`src/rtl/memory_port_arbiter.sv`:
```
// ============================================================================
//  Module      : memory_port_arbiter
//  Description : Shares one single-port data RAM and the UART transmitter
//                between the memory functional unit (M) and the loader (L).
//  Revision    : 1.0 - initial release
// ============================================================================
`default_nettype none

module memory_port_arbiter #(
   parameter int                  ADDR_W      = 10,
   parameter int                  RAM_LATENCY = 2,
   parameter int                  DATA_W      = 32,
   parameter int                  INSTR_W     = 6,
   parameter int                  RSV_ID_W    = 4,
   parameter logic [INSTR_W-1:0]  I_STORE     = INSTR_W'(8),
   parameter logic [INSTR_W-1:0]  I_STOREB    = INSTR_W'(9),
   parameter logic [INSTR_W-1:0]  I_STORER    = INSTR_W'(10),
   parameter logic [INSTR_W-1:0]  I_OUTPUT    = INSTR_W'(15)
) (
   input  logic                         clk,
   input  logic                         rst,
   input  logic                         m_valid,
   input  logic [INSTR_W-1:0]           m_opcode,
   input  logic [RSV_ID_W-1:0]          m_rsv_id,
   input  logic [DATA_W-1:0]            m_address,
   input  logic [DATA_W-1:0]            m_data,
   output logic                         m_ready,
   input  logic                         l_valid,
   input  logic                         l_we,
   input  logic [ADDR_W-1:0]            l_addr,
   input  logic [DATA_W-1:0]            l_wdata,
   output logic                         l_ready,
   output logic                         l_rvalid,
   output logic [DATA_W-1:0]            l_rdata,
   output logic                         ram_en,
   output logic                         ram_we,
   output logic [ADDR_W-1:0]            ram_addr,
   output logic [DATA_W-1:0]            ram_wdata,
   input  logic [DATA_W-1:0]            ram_rdata,
   output logic                         tx_valid,
   output logic [7:0]                   tx_data,
   input  logic                         tx_ready,
   output logic [RSV_ID_W+DATA_W-1:0]   cdb,
   output logic                         cdb_valid,
   input  logic                         cdb_ready,
   output logic                         busy
);

   localparam logic [2:0] c_lat = 3'(RAM_LATENCY);

   typedef enum logic [1:0] {
      S_IDLE = 2'd0,
      S_READ = 2'd1,
      S_RESP = 2'd2,
      S_OUT  = 2'd3
   } state_t;

   state_t                r_state;
   state_t                w_next;
   logic                  r_last_l;      // 1: L won the last grant
   logic                  r_owner_l;
   logic [2:0]            r_cnt;
   logic [RSV_ID_W-1:0]   r_tag;
   logic [DATA_W-1:0]     r_cdb_data;
   logic                  r_cdb_valid;
   logic                  r_l_rvalid;
   logic [DATA_W-1:0]     r_l_rdata;
   logic                  r_tx_valid;
   logic [7:0]            r_tx_data;

   logic                  w_idle;
   logic                  w_grant_m;
   logic                  w_grant_l;
   logic                  w_m_write;
   logic                  w_m_out;
   logic                  w_m_read;
   logic                  w_capture;
   logic                  w_unused;

   // Accept path is gated by rst so every output reads zero while reset is held.
   assign w_idle    = (r_state == S_IDLE) && !rst;
   assign w_grant_m = w_idle && m_valid && (!l_valid || r_last_l);
   assign w_grant_l = w_idle && l_valid && (!m_valid || !r_last_l);
   assign w_m_write = (m_opcode == I_STORE) || (m_opcode == I_STOREB) || (m_opcode == I_STORER);
   assign w_m_out   = (m_opcode == I_OUTPUT);
   assign w_m_read  = !w_m_write && !w_m_out;
   assign w_capture = (r_state == S_READ) && (r_cnt == c_lat);
   assign w_unused  = &{1'b0, m_address[DATA_W-1:ADDR_W]};

   assign m_ready   = w_grant_m;
   assign l_ready   = w_grant_l;
   assign ram_en    = w_grant_l || (w_grant_m && !w_m_out);
   assign ram_we    = w_grant_l ? l_we : (w_grant_m && w_m_write);
   assign ram_addr  = w_grant_l ? l_addr  : (w_grant_m ? m_address[ADDR_W-1:0] : '0);
   assign ram_wdata = w_grant_l ? l_wdata : (w_grant_m ? m_data : '0);

   assign l_rvalid  = r_l_rvalid;
   assign l_rdata   = r_l_rdata;
   assign tx_valid  = r_tx_valid;
   assign tx_data   = r_tx_data;
   assign cdb_valid = r_cdb_valid;
   assign cdb       = {r_tag, r_cdb_data};
   assign busy      = (r_state != S_IDLE);

   always_ff @(posedge clk or posedge rst) begin
      if (rst) begin
         r_state <= S_IDLE;
      end else begin
         r_state <= w_next;
      end
   end

   always_comb begin
      w_next = r_state;
      case (r_state)
         S_IDLE: begin
            if (w_grant_m) begin
               if (w_m_out) begin
                  w_next = S_OUT;
               end else if (w_m_read) begin
                  w_next = S_READ;
               end
            end else if (w_grant_l && !l_we) begin
               w_next = S_READ;
            end
         end
         S_READ: begin
            if (w_capture) begin
               w_next = r_owner_l ? S_IDLE : S_RESP;
            end
         end
         S_RESP: begin
            if (cdb_ready) begin
               w_next = S_IDLE;
            end
         end
         S_OUT: begin
            if (tx_ready) begin
               w_next = S_IDLE;
            end
         end
         default: w_next = S_IDLE;
      endcase
   end

   always_ff @(posedge clk or posedge rst) begin
      if (rst) begin
         r_last_l    <= 1'b1;
         r_owner_l   <= 1'b0;
         r_cnt       <= 3'd0;
         r_tag       <= '0;
         r_cdb_data  <= '0;
         r_cdb_valid <= 1'b0;
         r_l_rvalid  <= 1'b0;
         r_l_rdata   <= '0;
         r_tx_valid  <= 1'b0;
         r_tx_data   <= 8'd0;
      end else begin
         r_l_rvalid <= 1'b0;
         if (w_grant_m || w_grant_l) begin
            r_last_l <= w_grant_l;
         end
         if (w_grant_m && w_m_read) begin
            r_tag     <= m_rsv_id;
            r_owner_l <= 1'b0;
            r_cnt     <= 3'd1;
         end else if (w_grant_l && !l_we) begin
            r_owner_l <= 1'b1;
            r_cnt     <= 3'd1;
         end else if (r_state == S_READ) begin
            r_cnt <= r_cnt + 3'd1;
         end
         if (w_capture) begin
            if (r_owner_l) begin
               r_l_rvalid <= 1'b1;
               r_l_rdata  <= ram_rdata;
            end else begin
               r_cdb_valid <= 1'b1;
               r_cdb_data  <= ram_rdata;
            end
         end
         if ((r_state == S_RESP) && cdb_ready) begin
            r_cdb_valid <= 1'b0;
         end
         if (w_grant_m && w_m_out) begin
            r_tx_valid <= 1'b1;
            r_tx_data  <= m_data[7:0];
         end
         if ((r_state == S_OUT) && tx_ready) begin
            r_tx_valid <= 1'b0;
         end
      end
   end

endmodule

`default_nettype wire

```
`config.mk`:
```
export PLATFORM = sky130hd
export DESIGN_NAME = memory_port_arbiter
export DESIGN_NICKNAME = d
export VERILOG_FILES = /design/src/rtl/memory_port_arbiter.sv
export SDC_FILE = /design/constraint.sdc
export NUM_CORES = 1
export LEC_CHECK = 0
export BUFFER_PORTS_ARGS = -buffer_cell sky130_fd_sc_hd__buf_2
export CAP_MARGIN = 20
export CELL_PAD_IN_SITES_DETAIL_PLACEMENT = 1
export CELL_PAD_IN_SITES_GLOBAL_PLACEMENT = 2
export CORE_MARGIN = 5
export CORE_UTILIZATION = 21
export DETAILED_ROUTE_END_ITERATION = 6
export HOLD_SLACK_MARGIN = 0.12
export PLACE_DENSITY = 0.72
export SLEW_MARGIN = 20
export SYNTH_ARGS = -nofsm -noshare
export SYNTH_HDL_FRONTEND = slang
export SYNTH_SLANG_ARGS = --single-unit
```
`constraint.sdc`:
```
create_clock -name clk -period 2.3 [get_ports clk]
set_clock_uncertainty 0.05 [all_clocks]
set_input_delay 0.23 -clock clk [delete_from_list [all_inputs] [get_ports clk]]
set_output_delay 0.23 -clock clk [all_outputs]
set_load 0.01 [all_outputs]
```
# Yosys cells after proc, flatten, opt, wreduce, memory -nomap -nowiden
# Cells that the tools add are included.
# word_totals
ff_bits	86
inputBits	155
out_inout_bits	126
word_cells	90
# op_classes
n_addsub	1
eq_ne	14
n_mux	26
n_bitwise	1
reduce_logical	37
# op_table
op	count
$mux 32	2
$eq 6x4->1 const B	4
$mux 10	2
$mux 2	8
$logic_and 1x1->1	14
$mux 1	10
$mux 3	3
$pmux 2 s4	1
$reduce_bool 2->1	4
$logic_not 1->1	7
$logic_or 1x1->1	6
$ne 2x2->1 const B	3
$reduce_and 2->1	3
$reduce_and 5->1	1
$eq 2x2->1 const B	2
$ne 4x4->1 const B	1
$add 3x1->3 const B	1
$eq 3x2->1 const B	1
$ne 3x2->1 const B	1
$reduce_bool 3->1	1
$eq 2x1->1 const B	1
$logic_not 2->1	1
$ne 2x1->1 const B	1
$not 1->1	1

# Longest topological paths before layout
# depth
depth_word	9
depth_mapped	6
mapped_depth_nobuf	5

# Worst setup path before layout
# No wires, ideal clock.
# synth_path
path_kind	reg-to-output
from	reg r_state[1]
to	out ram_addr[0]
arrival_ns	1.376
required_ns	2.020
slack_ns	0.644
path_stages_with_launch	7
n_path_buf	2
cell_sequence	dfrtp_1 -> buf_6 -> nor3_4 -> nand3_1 -> clkinv_1 -> buf_2 -> a22o_1
# synth_between
elab_cells_between_ends	8
cone_classes	mux (2); reduce/logical (6)
# synth_rtl
element	line_no	source
start: declaration	58	state_t r_state;
start signal: assignment	109	r_state <= w_next;
$logic_not 2->1	81	assign w_idle = (r_state == S_IDLE) && !rst;
$logic_and 1x1->1	81	
$logic_and 1x1->1 (2 in series)	83	assign w_grant_l = w_idle && l_valid && (!m_valid || !r_last_l);
net l_ready	32	output logic l_ready,
$mux 10	94	assign ram_addr = w_grant_l ? l_addr : (w_grant_m ? m_address[ADDR_W-1:0] : '0);
end: declaration	37	output logic [ADDR_W-1:0] ram_addr,
# The timed path passes the listed nets, and every way through them passes these cells.

# Worst setup path after layout
# layout_path
from	in rst
to	out ram_addr[7]
# layout_between
elab_chain_cells	6
elab_cells_between_ends	8
cone_classes	mux (2); reduce/logical (6)
# layout_rtl
element	line_no	source
start: declaration	21	input logic rst,
$logic_not 1->1 (no line) *	-	
$logic_and 1x1->1 *	81	
$logic_and 1x1->1 (2 in series)	82	assign w_grant_m = w_idle && m_valid && (!l_valid || r_last_l);
$mux 10	94	
$mux 10 *	94	
# Every way passes the cells marked *; elsewhere a longest branch is shown, timed or not.

==> out/summary.log <==
[grt] first-pass GRT wire length 22.40 mm
[setup_path] Crit. End Element primary output
[min_path] Tightest Hold Check Type in2reg
[placed_design] Port Buf Inserts 258
[timing] remaining max-slew budget at the tightest pin 0.7004
[grt] total congestion overflow after global routing 0
[setup_path] arrival time worst endpoint 1.90 ns
[setup_path] Setup Crit Path Kind in2out
[clock_network] H-Tree Level Count 3
[logic_synthesis] total number of yosys warnings 0
[grt] number of antenna violations at the first check in global routing 0
[logic_synthesis] cell accounting for the most synthesized area sky130_fd_sc_hd__dfrtp_1
[clock_network] number of buffers created by CTS 9
[clock_network] Max Root-Sink Buffers 2
[logic_synthesis] synth unique cells 41
[layout] non-filler instance count after layout 814
[logic_synthesis] post-synth net total 428
[route] number of violations reported at the end of detailed-routing iteration 0 80
[power_and_ir_drop] Worst VDD drop 0.5474 mV
[status] outcome finished clean
[layout] fraction of final layout cells with drive strength greater than 1 0.6376
[run] max-cap check violation count 0
[clock_network] clock slew seen by the registers of the worst setup and hold paths 0.06 ns
[floorplanning] placeable core region 18090 µm²
[timing] final worst path period need 2.176 ns
[setup_path] Cell Chain, Critical Path dlygate4sd3_1, buf_2, nor3_4, nand3_2, clkinv_2, clkbuf_16, a22o_1, buf_2
[clock_network] clock root buffer master sky130_fd_sc_hd__clkbuf_16
[logic_synthesis] fraction of registers with async set/reset 1.000
[logic_synthesis] portion of the post-synthesis area used by sequential elements 0.5527
[logic_synthesis] library cell with the highest instance count after synthesis sky130_fd_sc_hd__dfrtp_1
[logic_synthesis] count of flip-flops with a built-in enable after synthesis 0
[timing] worst hold slack after final layout 0.1174 ns
[setup_path] largest fanout on the critical path 22
[setup_path] CP Launch Type primary input
[timing] unrepaired setup endpoints after global routing no
[clock_network] CTS tree done
[setup_path] Crit path required time 2.02 ns
[placed_design] number of instances in the placed design 750
[floorplanning] I/O Pins 281
[placed_design] placement-stage cell area 5449 µm²
[timing] Tightest Pin Transition 0.4494 ns
[power_and_ir_drop] cell leakage power 0.003239 µW
[route] post-detailed-route DRC marker count 0
[logic_synthesis] Mapped Area 3896 µm²
[route] via density per instance 4.312
[power_and_ir_drop] portion of total power attributed to sequential cells 0.363
[power_and_ir_drop] proportion of power drawn by the clock network 0.226
[layout] Area growth syn-to-layout 61.75%
[route] ANT nets after route 0
[logic_synthesis] post-synthesis sequential element count 86
[placed_design] GP Congestion 0.7941
[grt] Global Route met2 Usage 0.2401
[clock_network] worst-skew pair later-pin latency 0.33 ns
[route] overall via count from detail_route 3510
[clock_network] Sink Count 86
[timing] Final setup violation count 0
[setup_path] worst reg2reg path startpoint r_cnt[0]
[grt] vias in the first global route 3943
[grt] global-route usage over all layers 0.1311
[power_and_ir_drop] proportion of power drawn by combinational gates 0.412
[setup_path] largest stage delay on the critical path 0.55 ns
[timing] final critical-path setup slack 0.1237 ns
[min_path] worst-case hold path end point r_last_l
[route] number of search-and-repair iterations in the first detailed-routing pass 4
[timing] share of the clock period used by the worst path 0.9462
[timing] Slew Viols, Final 0
[timing] Post-Route Setup TNS 0 ns
[power_and_ir_drop] internal power summed over all cells 4823 µW
[placed_design] Final HPWL DP 10.88 mm
[timing] maximum frequency from static timing analysis 0.4595 GHz
[logic_synthesis] gate count of the mapped netlist 271
[floorplanning] site row count 49
[floorplanning] DIE WIDTH 146.2 µm
[layout] antenna diode count 0
[logic_synthesis] ranking of synthesized cells by instance count 85 x sky130_fd_sc_hd__dfrtp_1, 73 x sky130_fd_sc_hd__mux2_2, 43 x sky130_fd_sc_hd__a22o_1, 8 x sky130_fd_sc_hd__buf_2
[floorplanning] Die Area 21380 µm²
[power_and_ir_drop] switching component of the power 2447 µW
[grt] met3 track utilization from global routing 0.04710
[power_and_ir_drop] power density over the cells 1154 nW/µm²
[min_path] hold path cells 3
[logic_synthesis] area share of the leading cell type in the synthesized netlist 0.5459
[power_and_ir_drop] switching share of total power 0.3365
[timing] hold violation total from the final report 0
[setup_path] register-to-register setup slack 0.35 ns
[setup_path] Worst path slowest cell sky130_fd_sc_hd__dlygate4sd3_1
[route] Detailed Route WL 14.28 mm
[min_path] Hold Startpoint l_valid
[setup_path] cell count of the worst reg-to-reg path 6
[setup_path] terminus of the critical flop-to-flop path l_rdata[30]
[grt] met1 usage in global routing 0.1405
[floorplanning] y dimension of the die 146.2 µm
[grt] layer carrying the most global-route usage met2
[grt] largest net degree at the start of global routing 52
[setup_path] most frequent cell on the critical path sky130_fd_sc_hd__buf_2
[logic_synthesis] most common flop cell mapped by yosys sky130_fd_sc_hd__dfrtp_1
[route] Wirelength per Cell 17.54 µm
[floorplanning] initial core utilization 0.2154
[layout] number of nets at the end of the flow 737
[placed_design] setup slack at placement 0.2720 ns
[logic_synthesis] Mean Syn Cell Area 14.38 µm²
[logic_synthesis] ranking of synthesized cells by area sky130_fd_sc_hd__dfrtp_1 55%, sky130_fd_sc_hd__mux2_2 21%, sky130_fd_sc_hd__a22o_1 9.7%, sky130_fd_sc_hd__buf_6 2.0%, sky130_fd_sc_hd__buf_2 1.0%
[layout] final cell area excluding filler cells 6302 µm²
==> worst max path at each step <==
stage	slack (ns)	cells past startpoint	start	end
CTS	0.002	8	rst	ram_wdata[21]
finish	0.12	8	rst	ram_addr[7]
detailed placement	0.27	6	r_state[1]	ram_wdata[21]
floorplan	0.64	6	r_state[1]	ram_addr[0]
global placement	0.33	6	r_state[1]	ram_wdata[21]
global route	0.02	8	rst	ram_wdata[27]
==> critical path: cells and delay by family <==
kind,cells,cell delay (ns)
AO/OA/AOI/OAI,1,0.15
buffers and inverters,5,1.16
AND/OR/NAND/NOR,2,0.33
==> power groups by stage <==
stage	sequential, µW	clock [µW]	combinational [µW]
final	2640	1640	2990
after global routing	2730	1760	3270
after CTS	2640	1710	3030
after detailed placement	2660	0	2960
after global placement	2600	0	2880
after floorplan	2890	0	1440
==> final cells by class <==
| cell class | instances | area, µm² |
|---|---|---|
| repair buffers | 315 | 1899 |
| clock inverters | 4 | 76.32 |
| fillers | 2010 | 11780 |
| clock buffers | 12 | 266.5 |
| well taps | 229 | 286.5 |
| multi-input cells | 159 | 1579 |
| inverters | 9 | 38.79 |
| flip-flops and latches | 86 | 2156 |
==> timing repair <==
item                                    CTS  global route
resized for setup                         2             3
cloned                                    0             1
buffers inserted                          0             0
hold endpoints to repair                163             0
endpoints found under the setup margin   29            39
hold buffers                             47             0
pin swaps                                 0             0
==> metrics by stage <==
stage | power [µW] | utilization
floorplan | 4329 | -
global placement | 5478 | 0.3013
detailed placement | 5620 | 0.3013
CTS | 7383 | 0.3465
global route | 7759 | 0.3485
finish | 7270 | 0.3485
==> per-layer routing <==
metal	up-vias	wire length (µm)
met5	-	0
met4	0	289
met3	26	975
met2	128	7693
met1	1735	5319
li1	1621	-
==> registers in the layout, indices dropped and copies added, names as in the netlist <==
name and cells:
l_rdata 32, r_cdb_data 32, tx_data 8, r_tag 4, r_cnt 3, r_state 2
cdb_valid 1, l_rvalid 1, r_last_l 1, r_owner_l 1, tx_valid 1
==> kinds of logic after synthesis <==
kind of cell,Yosys count,share of synthesized area
simple gates,24,0.05171
flops,86,0.5527
fa+ha+maj,2,0.006422
xor+xnor,2,0.004497
mux,78,0.2248
buf+inv,26,0.04335
compound gates,53,0.1166
==> placed cells by master (no fill, tap or decap), types with 2 or more instances in the layout <==
master	count
sky130_fd_sc_hd__a22o_1	43
sky130_fd_sc_hd__a2bb2oi_1	2
sky130_fd_sc_hd__a32oi_1	2
sky130_fd_sc_hd__buf_12	3
sky130_fd_sc_hd__buf_2	258
sky130_fd_sc_hd__buf_4	5
sky130_fd_sc_hd__bufinv_16	2
sky130_fd_sc_hd__clkbuf_16	10
sky130_fd_sc_hd__clkbuf_8	3
sky130_fd_sc_hd__clkinvlp_4	2
sky130_fd_sc_hd__dfrtp_1	83
sky130_fd_sc_hd__dfrtp_2	2
sky130_fd_sc_hd__dlygate4sd3_1	47
sky130_fd_sc_hd__ha_1	2
sky130_fd_sc_hd__inv_1	6
sky130_fd_sc_hd__mux2_1	3
sky130_fd_sc_hd__mux2_2	73
sky130_fd_sc_hd__mux2i_1	2
sky130_fd_sc_hd__nand2_1	5
sky130_fd_sc_hd__nand3_2	2
sky130_fd_sc_hd__nor3_1	2
sky130_fd_sc_hd__nor3_4	2
Note: power is estimated with default switching activity, not from simulation.
